<file path="src/rtl/rx_sampler_if.sv">
`default_nettype none
// ============================================================================
// Module      : rx_sampler_if
// Description : Bundle between a serial line source / configuration owner and
//               the rx_sampler receive front end.
//               Optional feature macro: RX_PARITY_EN adds parity_odd and
//               parity_err.
// Revision    : 1.0 - initial release
// ----------------------------------------------------------------------------
// Signals:
//   enable      receiver enable (low forces IDLE)
//   divisor     tick period minus one, in clk cycles
//   rxd         asynchronous serial line, idle high
//   rx_bit      most recently sampled data bit
//   bit_valid   one-clk strobe, rx_bit holds a new data bit
//   start       one-clk strobe, start bit confirmed
//   stop        one-clk strobe, valid stop bit sampled
//   frame_err   one-clk strobe, stop bit sampled low
//   rx_data     assembled byte, LSB received first
//   data_valid  one-clk strobe coincident with stop
//   busy        receiver not in IDLE
//   parity_odd  (RX_PARITY_EN) odd parity select
//   parity_err  (RX_PARITY_EN) one-clk strobe, parity mismatch
// Modports: master = line source / configuration, slave = rx_sampler.
// ============================================================================
interface rx_sampler_if #(
  parameter int DIV_WIDTH = 16,
  parameter int DATA_BITS = 8
);
  logic                 enable;
  logic [DIV_WIDTH-1:0] divisor;
  logic                 rxd;
  logic                 rx_bit;
  logic                 bit_valid;
  logic                 start;
  logic                 stop;
  logic                 frame_err;
  logic [DATA_BITS-1:0] rx_data;
  logic                 data_valid;
  logic                 busy;
`ifdef RX_PARITY_EN
  logic                 parity_odd;
  logic                 parity_err;

  modport master (
    output enable, divisor, rxd, parity_odd,
    input  rx_bit, bit_valid, start, stop, frame_err, rx_data, data_valid,
           busy, parity_err
  );
  modport slave (
    input  enable, divisor, rxd, parity_odd,
    output rx_bit, bit_valid, start, stop, frame_err, rx_data, data_valid,
           busy, parity_err
  );
`else
  modport master (
    output enable, divisor, rxd,
    input  rx_bit, bit_valid, start, stop, frame_err, rx_data, data_valid,
           busy
  );
  modport slave (
    input  enable, divisor, rxd,
    output rx_bit, bit_valid, start, stop, frame_err, rx_data, data_valid,
           busy
  );
`endif
endinterface
`default_nettype wire

</file>
<file path="src/rtl/rx_sampler.sv">
`default_nettype none
// ============================================================================
// Module      : rx_sampler
// Description : Serial receive front end. Synchronises rxd, oversamples it
//               with a programmable tick divisor, qualifies the start bit,
//               samples data bits at mid-bit and emits per-bit and framing
//               strobes plus an assembled byte.
//               Optional feature macro: RX_PARITY_EN (adds a PARITY state,
//               parity_odd input and parity_err strobe on the interface).
// Revision    : 1.0 - initial release
// ----------------------------------------------------------------------------
// Ports:
//   clk    system clock
//   rst_n  asynchronous active-low reset
//   bus    rx_sampler_if.slave (enable, divisor, rxd in; strobes, rx_bit,
//          rx_data, busy out)
// ============================================================================
module rx_sampler #(
  parameter int OVERSAMPLE = 16,
  parameter int DIV_WIDTH  = 16,
  parameter int DATA_BITS  = 8
) (
  input wire          clk,
  input wire          rst_n,
  rx_sampler_if.slave bus
);

  localparam int c_os_w = $clog2(OVERSAMPLE);
  localparam int c_bc_w = $clog2(DATA_BITS + 1);

  localparam logic [c_os_w-1:0] c_os_half = c_os_w'(OVERSAMPLE / 2 - 1);
  localparam logic [c_os_w-1:0] c_os_last = c_os_w'(OVERSAMPLE - 1);
  localparam logic [c_bc_w-1:0] c_bit_last = c_bc_w'(DATA_BITS - 1);

  localparam logic [2:0] c_idle       = 3'd0;
  localparam logic [2:0] c_start_chk  = 3'd1;
  localparam logic [2:0] c_data       = 3'd2;
  localparam logic [2:0] c_stop       = 3'd3;
  localparam logic [2:0] c_break_wait = 3'd4;
`ifdef RX_PARITY_EN
  localparam logic [2:0] c_parity     = 3'd5;
`endif

  logic                 r_sync1, r_sync2, r_hist;
  logic [2:0]           r_state, w_next_state;
  logic [DIV_WIDTH-1:0] r_tick_cnt;
  logic [c_os_w-1:0]    r_os_cnt;
  logic [c_bc_w-1:0]    r_bit_cnt;
  logic                 w_fall, w_tick, w_mid_start, w_bit_end;

  logic                 r_rx_bit, r_bit_valid, r_start, r_stop;
  logic                 r_frame_err, r_data_valid;
  logic [DATA_BITS-1:0] r_rx_data;
  logic                 w_bit_valid_nxt, w_start_nxt, w_stop_nxt;
  logic                 w_frame_err_nxt, w_data_valid_nxt;

`ifdef RX_PARITY_EN
  logic                 r_parity_err, w_parity_err_nxt, r_par_bad, w_par_exp;
`endif

  // Two-flop synchroniser plus a history flop for edge detection; all three
  // reset high so the idle line does not look like a falling edge.
  always_ff @(posedge clk or negedge rst_n) begin
    if (!rst_n) begin
      r_sync1 <= 1'b1;
      r_sync2 <= 1'b1;
      r_hist  <= 1'b1;
    end else begin
      r_sync1 <= bus.rxd;
      r_sync2 <= r_sync1;
      r_hist  <= r_sync2;
    end
  end

  assign w_fall      = r_hist & ~r_sync2;
  assign w_tick      = (r_state != c_idle) && (r_tick_cnt == '0);
  assign w_mid_start = w_tick && (r_os_cnt == c_os_half);
  // The oversample counter wraps naturally, so every OVERSAMPLE-th tick
  // after the start-bit midpoint lands on the middle of the next bit.
  assign w_bit_end   = w_tick && (r_os_cnt == c_os_last);

  // ---------------------------------------------------------------- FSM
  always_ff @(posedge clk or negedge rst_n) begin
    if (!rst_n) r_state <= c_idle;
    else        r_state <= w_next_state;
  end

  always_comb begin
    w_next_state = r_state;
    case (r_state)
      c_idle:       if (w_fall) w_next_state = c_start_chk;
      c_start_chk:  if (w_mid_start) w_next_state = r_sync2 ? c_idle : c_data;
      c_data: begin
        if (w_bit_end && (r_bit_cnt == c_bit_last)) begin
`ifdef RX_PARITY_EN
          w_next_state = c_parity;
`else
          w_next_state = c_stop;
`endif
        end
      end
`ifdef RX_PARITY_EN
      c_parity:     if (w_bit_end) w_next_state = c_stop;
`endif
      c_stop:       if (w_bit_end) w_next_state = r_sync2 ? c_idle : c_break_wait;
      c_break_wait: if (r_sync2) w_next_state = c_idle;
      default:      w_next_state = c_idle;
    endcase
    if (!bus.enable) w_next_state = c_idle;
  end

`ifdef RX_PARITY_EN
  // By the parity slot rx_data holds exactly this frame's data bits.
  assign w_par_exp = (^r_rx_data) ^ bus.parity_odd;
`endif

  always_comb begin
    w_start_nxt      = 1'b0;
    w_bit_valid_nxt  = 1'b0;
    w_stop_nxt       = 1'b0;
    w_frame_err_nxt  = 1'b0;
    w_data_valid_nxt = 1'b0;
`ifdef RX_PARITY_EN
    w_parity_err_nxt = 1'b0;
`endif
    if (bus.enable) begin
      case (r_state)
        c_start_chk: if (w_mid_start && !r_sync2) w_start_nxt = 1'b1;
        c_data:      if (w_bit_end) w_bit_valid_nxt = 1'b1;
`ifdef RX_PARITY_EN
        c_parity:    if (w_bit_end && (r_sync2 != w_par_exp)) w_parity_err_nxt = 1'b1;
`endif
        c_stop: begin
          if (w_bit_end) begin
            if (r_sync2) begin
              w_stop_nxt       = 1'b1;
`ifdef RX_PARITY_EN
              w_data_valid_nxt = ~r_par_bad;
`else
              w_data_valid_nxt = 1'b1;
`endif
            end else begin
              w_frame_err_nxt  = 1'b1;
            end
          end
        end
        default: ;
      endcase
    end
  end

  // ------------------------------------------------------------ counters
  // Reloading on IDLE->START_CHK aligns the sampling phase to the edge; a
  // new divisor is only picked up at a reload.
  always_ff @(posedge clk or negedge rst_n) begin
    if (!rst_n) begin
      r_tick_cnt <= '0;
    end else if (!bus.enable) begin
      r_tick_cnt <= '0;
    end else if (r_state == c_idle) begin
      r_tick_cnt <= w_fall ? bus.divisor : '0;
    end else if (r_tick_cnt == '0) begin
      r_tick_cnt <= bus.divisor;
    end else begin
      r_tick_cnt <= r_tick_cnt - 1'b1;
    end
  end

  always_ff @(posedge clk or negedge rst_n) begin
    if (!rst_n) begin
      r_os_cnt <= '0;
    end else if (!bus.enable || (r_state == c_idle) || (r_state == c_break_wait)) begin
      r_os_cnt <= '0;
    end else if ((r_state == c_start_chk) && w_mid_start) begin
      r_os_cnt <= '0;
    end else if (w_tick) begin
      r_os_cnt <= r_os_cnt + 1'b1;
    end
  end

  always_ff @(posedge clk or negedge rst_n) begin
    if (!rst_n) begin
      r_bit_cnt <= '0;
    end else if (!bus.enable || (r_state == c_idle)) begin
      r_bit_cnt <= '0;
    end else if ((r_state == c_data) && w_bit_end) begin
      r_bit_cnt <= r_bit_cnt + 1'b1;
    end
  end

  // ------------------------------------------------------------ outputs
  always_ff @(posedge clk or negedge rst_n) begin
    if (!rst_n) begin
      r_rx_bit     <= 1'b0;
      r_bit_valid  <= 1'b0;
      r_start      <= 1'b0;
      r_stop       <= 1'b0;
      r_frame_err  <= 1'b0;
      r_data_valid <= 1'b0;
      r_rx_data    <= '0;
    end else begin
      r_bit_valid  <= w_bit_valid_nxt;
      r_start      <= w_start_nxt;
      r_stop       <= w_stop_nxt;
      r_frame_err  <= w_frame_err_nxt;
      r_data_valid <= w_data_valid_nxt;
      if (w_bit_valid_nxt) begin
        r_rx_bit  <= r_sync2;
        // LSB arrives first, so shift in from the MSB side.
        r_rx_data <= {r_sync2, r_rx_data[DATA_BITS-1:1]};
      end
    end
  end

`ifdef RX_PARITY_EN
  always_ff @(posedge clk or negedge rst_n) begin
    if (!rst_n) begin
      r_parity_err <= 1'b0;
      r_par_bad    <= 1'b0;
    end else begin
      r_parity_err <= w_parity_err_nxt;
      if (!bus.enable || (r_state == c_idle)) r_par_bad <= 1'b0;
      else if (w_parity_err_nxt)              r_par_bad <= 1'b1;
    end
  end

  assign bus.parity_err = r_parity_err;
`endif

  assign bus.rx_bit     = r_rx_bit;
  assign bus.bit_valid  = r_bit_valid;
  assign bus.start      = r_start;
  assign bus.stop       = r_stop;
  assign bus.frame_err  = r_frame_err;
  assign bus.rx_data    = r_rx_data;
  assign bus.data_valid = r_data_valid;
  assign bus.busy       = (r_state != c_idle);

endmodule
`default_nettype wire

</file>
<file path="src/flat_wrapper.sv">
// flat-port wrapper written by rule: the top's interface ports become plain ports
module rx_sampler_flat 
#(
  parameter int OVERSAMPLE = 16,
  parameter int DIV_WIDTH  = 16,
  parameter int DATA_BITS  = 8
)
  (clk, rst_n, bus_enable, bus_divisor, bus_rxd, bus_rx_bit, bus_bit_valid, bus_start, bus_stop, bus_frame_err, bus_rx_data, bus_data_valid, bus_busy);
  rx_sampler_if #(.DIV_WIDTH(DIV_WIDTH), .DATA_BITS(DATA_BITS)) bus_i ();
  input wire clk;
  input wire rst_n;
  input wire logic [$bits(bus_i.enable)-1:0] bus_enable;
  input wire logic [$bits(bus_i.divisor)-1:0] bus_divisor;
  input wire logic [$bits(bus_i.rxd)-1:0] bus_rxd;
  output wire logic [$bits(bus_i.rx_bit)-1:0] bus_rx_bit;
  output wire logic [$bits(bus_i.bit_valid)-1:0] bus_bit_valid;
  output wire logic [$bits(bus_i.start)-1:0] bus_start;
  output wire logic [$bits(bus_i.stop)-1:0] bus_stop;
  output wire logic [$bits(bus_i.frame_err)-1:0] bus_frame_err;
  output wire logic [$bits(bus_i.rx_data)-1:0] bus_rx_data;
  output wire logic [$bits(bus_i.data_valid)-1:0] bus_data_valid;
  output wire logic [$bits(bus_i.busy)-1:0] bus_busy;
  assign bus_i.enable = bus_enable;
  assign bus_i.divisor = bus_divisor;
  assign bus_i.rxd = bus_rxd;
  assign bus_rx_bit = bus_i.rx_bit;
  assign bus_bit_valid = bus_i.bit_valid;
  assign bus_start = bus_i.start;
  assign bus_stop = bus_i.stop;
  assign bus_frame_err = bus_i.frame_err;
  assign bus_rx_data = bus_i.rx_data;
  assign bus_data_valid = bus_i.data_valid;
  assign bus_busy = bus_i.busy;
  rx_sampler #(.OVERSAMPLE(OVERSAMPLE), .DIV_WIDTH(DIV_WIDTH), .DATA_BITS(DATA_BITS)) u_core (.clk(clk), .rst_n(rst_n), .bus(bus_i));
endmodule
</file>
<file path="config.mk">
export PLATFORM = sky130hd
export DESIGN_NAME = rx_sampler_flat
export DESIGN_NICKNAME = d
export VERILOG_FILES = /design/src/rtl/rx_sampler_if.sv /design/src/rtl/rx_sampler.sv /design/src/flat_wrapper.sv
export SDC_FILE = /design/constraint.sdc
export NUM_CORES = 1
export LEC_CHECK = 0
export CAP_MARGIN = 25
export CORE_ASPECT_RATIO = 1.75
export CORE_UTILIZATION = 50
export CTS_BUF_LIST = sky130_fd_sc_hd__clkbuf_4
export DETAILED_ROUTE_END_ITERATION = 8
export MAX_ROUTING_LAYER = met4
export PLACE_DENSITY = 0.79
export SLEW_MARGIN = 0
export SYNTH_ARGS = -nofsm -noshare
export SYNTH_HDL_FRONTEND = slang
export SYNTH_SLANG_ARGS = --single-unit
</file>
<file path="constraint.sdc">
create_clock -name clk -period 2.7 [get_ports clk]
set_clock_uncertainty 0.15 [all_clocks]
set_input_delay 0.675 -clock clk [delete_from_list [all_inputs] [get_ports clk]]
set_output_delay 0.675 -clock clk [all_outputs]
set_load 0.05 [all_outputs]
</file>
* Word level (Yosys, flattened, before mapping)
Cells that the tools add are included.
Cells by class: $add $sub $neg 3, equal/unequal tests 12, mux-type cells 32, bitwise logic cells 2, reduce and logical (&&, ||, !) cells 17
Operators with widths (number):
- $mux 16 | 4
- $mux 3 | 7
- $mux 4 | 5
- $logic_not 16->1 | 1
- $sub 16x1->16 const B | 1
- $ne 3x2->1 const B | 5
- $pmux 3 s5 | 1
- $mux 1 | 14
- $add 4x1->4 const B | 2
- $eq 4x3->1 const B | 2
- $logic_and 1x1->1 | 7
- $eq 3x2->1 const B | 2
- $reduce_bool 3->1 | 2
- $reduce_and 5->1 | 1
- $eq 4x4->1 const B | 1
- $eq 3x1->1 const B | 1
- $eq 3x3->1 const B | 1
- $logic_not 3->1 | 1
- $logic_not 1->1 | 2
- $logic_or 1x1->1 | 2
- $mux 2 | 1
- $reduce_bool 2->1 | 1
- $and 1x1->1 | 1
- $not 1->1 | 1
Word-level totals: flip-flop bits (word level) 43, bits of input ports 20, output and inout port bits 15, logic and storage cells 79

* Logic depth before layout (Yosys ltp)
depth after elaboration 7, mapped depth 8, depth with buffers taken out 7

* Worst setup path before layout
OpenSTA, ideal clock, no wires.
path type reg-to-reg, start point register u_core.r_tick_cnt[0], end point register u_core.r_rx_data[0] (netlist: u_core.bus.rx_data[0]), setup time 0.125 ns, arrival 2.044 ns, data required time 2.425 ns, setup slack 0.382 ns, stages on the path, launching flop included 8, buffers on the path 1, period minus slack after synthesis 2.318 ns, path through dfrtp_1 inv_1 ha_1 or3b_2 nor4_2 and3_1 buf_4 mux2_2
Between the ends: longest elaborated chain between the ends 6
Ends and longest elaborated chain:
- start, declared | line rx_sampler.sv:46 | logic [DIV_WIDTH-1:0] r_tick_cnt;
- start signal, assigned | line rx_sampler.sv:161 | r_tick_cnt <= w_fall ? bus.divisor : '0;
- start signal, assigned | line rx_sampler.sv:163 | r_tick_cnt <= bus.divisor;
- start signal, assigned | line rx_sampler.sv:165 | r_tick_cnt <= r_tick_cnt - 1'b1;
- $logic_not 16->1 | line rx_sampler.sv:76 | assign w_tick = (r_state != c_idle) && (r_tick_cnt == '0);
- $logic_and 1x1->1 | line rx_sampler.sv:76
- $logic_and 1x1->1 | line rx_sampler.sv:80 | assign w_bit_end = w_tick && (r_os_cnt == c_os_last);
- $mux 1 | line rx_sampler.sv:129 | c_data: if (w_bit_end) w_bit_valid_nxt = 1'b1;
- $mux 1 | line rx_sampler.sv:127 | case (r_state)
- $mux 1 | line rx_sampler.sv:126 | if (bus.enable) begin
- named net u_core.w_bit_valid_nxt | line rx_sampler.sv:54 | logic w_bit_valid_nxt, w_start_nxt, w_stop_nxt;
- end signal, assigned | line rx_sampler.sv:210 | r_rx_data <= {r_sync2, r_rx_data[DATA_BITS-1:1]};
- end, declared | line rx_sampler.sv:53 | logic [DATA_BITS-1:0] r_rx_data;
The timed path passes the listed nets, and every way through them passes these cells. A chain may end at the register's enable or synchronous reset.

* Worst setup path in the final report
start point register u_core.r_tick_cnt[9], end point register u_core.r_tick_cnt[0]
Between the ends: longest elaborated chain between the ends 4
Ends and longest elaborated chain:
- $logic_not 16->1 | line rx_sampler.sv:162 | end else if (r_tick_cnt == '0) begin
- $mux 16 | line rx_sampler.sv:162
- $mux 16 | line rx_sampler.sv:160 | end else if (r_state == c_idle) begin
- $mux 16 | line rx_sampler.sv:158 | end else if (!bus.enable) begin
No other way between the ends.

==> metrics.md <==
| Metric | Value |
|---|---|
| Run status | completed |
| CTS Buffer Depth | 2 |
| Largest area contributor in the netlist | dfrtp_1 |
| Post-Route WL | ~4.3 mm |
| Postcts setup bufs | 0 |
| Die Wd | roughly 51 um |
| P_int | 0.9391 mW |
| Max incr delay on CP | 0.68 ns |
| Post-cts sizing count | 0 |
| Worst endpoint data arrival time | ~2.6 ns |
| Final total power | roughly 1.4 mW |
| Synthesized instance count | approximately 200 |
| Drc violations | 0 |
| WL/cell | roughly 15 um |
| Logic pwr share | 27.4% |
| Initial Util | 51.61% |
| Core area | 4111 sq um |
| Final Max Tran Viols | 0 |
| Worst path cell trace | or4_1, nor4_4, buf_4, or2_2, buf_4, o2bb2ai_1 |
| I/O pin cnt | 35 |
| Post-Syn Nets | 220 |
| DR vias | 1666 |
| Maxcap violations | 0 |
| Final Hold Vio Count | 0 |
| Inserted Diodes | 0 |
| Nets | about 260 |
| CTS Buf Count | 5 |
| Vias in the first global route | 1663 |
| Crit path kind | reg -> reg |
| PD cells | 548.8 nW/um^2 |
| Flops & latches, synth | 42 |
| Most Frequent Cell on Critical Path | buf_4 |
| Synth top area share | 45.99% |
| Worst vdd ir | 461.8 uV |
| CP max FO | 12 |
| Tightest Pin Transition | slightly below 0.5 ns |
| Synthesized area | between 2000 and 2500 sq um |
| Clock-pin slew on the worst setup and hold paths | approximately 0.14 ns |
| Final setup fails | 0 |
| Crit start category | flop |
| Worst Path Required | 2.81 ns |
| Synth cell types | 43 |
| Initial DRC count | 41 |
| Slowest CP cell | or4_1 |
| Full die area | between 4000 and 5000 sq um |
| H-tree levels | 2 |
| Site row count | 31 |
| Drt pass-1 iters | 5 |
| Slew HR | 67.03% |
| YS warnings | 0 |
| Total global routing overflow | 0 |
| Avg Synthesized Cell Area | between 10 and 15 sq um |
| CTS Sinks | 42 |
| Post-Route Setup TNS | 0 ns |
| Most used DFF post-synth | dfrtp_1 |
| Overall Global Routing Usage | 22.73% |
| CTS root buf | clkbuf_4 |
| Crit path buf inv count | 2 |
| Commonest non-fill, non-tap cell in the layout | dfrtp_1 |
| Sequential fraction of the synthesis area | 49.71% |
| Fmax | 405.5 MHz |
| Commonest cells after routing, fill and taps aside | dfrtp_1 (39), clkdlybuf4s50_1 (32), o2bb2ai_1 (15) |
| Clock share of power | roughly a quarter |
| Global-route wire length before repair | around 7.3 mm |
| Sw Share | between 30% and 40% |
| P&R area growth vs syn | 21.70% |
| Vias per inst | 5.846 |
| Min Tclk post-route | 2.466 ns |
| Top cells by area, synth | dfrtp_1 (46%), o2bb2ai_1 (6.2%), xor2_1 (5.8%) |
| Clock Latency Late Sink | 0.37 ns |
| Number of port buffers | 34 |
| Fin crit share | 91.34% |
| CTS tree | built |
| Hold-fix buffers, CTS | 0 |
| Pin count of the biggest net entering global routing | 23 |
| Worst Hold Class | in -> async |
| EDFF count, synth | 0 |
| RSZ-0062 raised after global routing | false |
| DP HPWL | 3.237 mm |
| Switching Power | roughly 0.48 mW |
| Leakage Power | about 1.2 nW |
| Sequential share of power | 49.1% |
| Setup crit end kind | flop |
| Initial antenna violation count | 0 |
| Share of layout cells above drive strength 1 | roughly 16% |
| ANT nets after route | 0 |
| Ys async rst share | 100.0% |
| Crit path max-delay family | simple AND/OR/NAND/NOR gates |
| Placer Congestion | 0.9651 |
| Height of the chip | 88.18 um |
==> final cells by class <==
type                       count  area (sq um)
clock buffer                   5         37.54
timing repair buffer          43         400.4
fill                         358          1529
clock inverter                 3         25.02
sequential                    42          1055
inverter                       5         18.77
multi-input combinational    138         984.7
tap                           49         61.31
==> worst reg2reg max path, stage by stage (launching register included) <==
cell and delay, ns:
dfrtp_1 0.44, or4_1 0.68, nor4_4 0.35, buf_4 0.24, or2_2 0.23, buf_4 0.19, o2bb2ai_1 0.08
==> synthesized netlist by cell type (2+ instances only) <==
cell type	instances
a21oi_1	2
a31oi_1	2
and3_1	7
buf_2	3
buf_4	3
clkbuf_1	3
dfrtp_1	39
dfstp_2	3
ha_1	4
inv_1	5
mux2_2	8
nand2_1	11
nand3_1	9
nand4_1	6
nor2_1	14
nor2b_1	3
nor3_1	7
nor4_1	4
o211ai_1	2
o21ai_0	2
o2bb2ai_1	15
or2_2	2
or3_1	3
or4_1	4
xnor2_1	4
xor2_1	14
==> metal layers <==
| metal | vias up | share of wire, % | global-route usage, % |
|---|---|---|---|
| met5 | - | 0 | - |
| met4 | 0 | 2.2 | 10.57 |
| li1 | 791 | - | - |
| met1 | 825 | 36 | 22.33 |
| met2 | 41 | 59 | 42.22 |
| met3 | 9 | 2.4 | 3.646 |
==> worst paths after layout <==
kind                                                      from                           endpoint  slack, ns  cells past startpoint
min in group clk                      u_core.r_sync1$_DFF_PN1_           u_core.r_sync2$_DFF_PN1_       0.23                      0
worst min-delay path                                     rst_n  u_core.bus.rx_data[0]$_DFFE_PN0P_       0.09                      1
worst max register to register  u_core.r_tick_cnt[9]$_DFF_PN0_     u_core.r_tick_cnt[0]$_DFF_PN0_       0.23                      6
max in group asynchronous                                rst_n           u_core.r_sync2$_DFF_PN1_       1.59                      2
worst max-delay path            u_core.r_tick_cnt[9]$_DFF_PN0_     u_core.r_tick_cnt[0]$_DFF_PN0_       0.23                      6
worst min register to register        u_core.r_sync1$_DFF_PN1_           u_core.r_sync2$_DFF_PN1_       0.23                      0
==> flip-flops by register name, indices dropped and copies added (netlist names) <==
register,flops
u_core.r_os_cnt,4
u_core.bus.bit_valid,1
u_core.r_sync2,1
u_core.r_state,3
u_core.bus.frame_err,1
u_core.r_sync1,1
u_core.bus.rx_data,8
u_core.bus.stop,1
u_core.r_hist,1
u_core.bus.start,1
u_core.r_tick_cnt,16
u_core.r_bit_cnt,4
==> metrics by stage <==
step | hold WS [ns] | area, sq um | utilization (%) | instances | setup slack [ns]
finish | 0.08795 | 2582 | 62.81 | 285 | 0.2337
global route | 0.1084 | 2582 | 62.81 | 285 | 0.07273
CTS | 0.09439 | 2581 | 62.78 | 285 | 0.1505
detailed placement | 0.2096 | 2519 | 61.26 | 277 | 0.1019
global placement | 0.2103 | 2519 | 61.26 | 277 | 0.1400
floorplan | 0.1952 | 2122 | - | 196 | 0.3816
==> power groups by stage <==
stage,clock (mW),combinational [mW],sequential (mW)
3_5_place_dp,0,0.389,0.708
3_3_place_gp,0,0.388,0.706
6_report,0.333,0.388,0.696
4_1_cts,0.347,0.392,0.696
5_1_grt,0.377,0.433,0.701
2_1_floorplan,0,0.288,0.698
==> cells by family after synthesis <==
| family | count (synthesis) | synth area share [%] |
|---|---|---|
| buffers and inverters | 16 | 3.950 |
| adders and majority gates | 4 | 2.359 |
| DFF | 42 | 49.71 |
| AOI/OAI and AO/OA | 29 | 11.14 |
| xor gates and xnor gates | 18 | 7.429 |
| and+or+nand+nor | 78 | 20.70 |
| muxes | 9 | 4.717 |
Power figures use the tool's default switching activity.
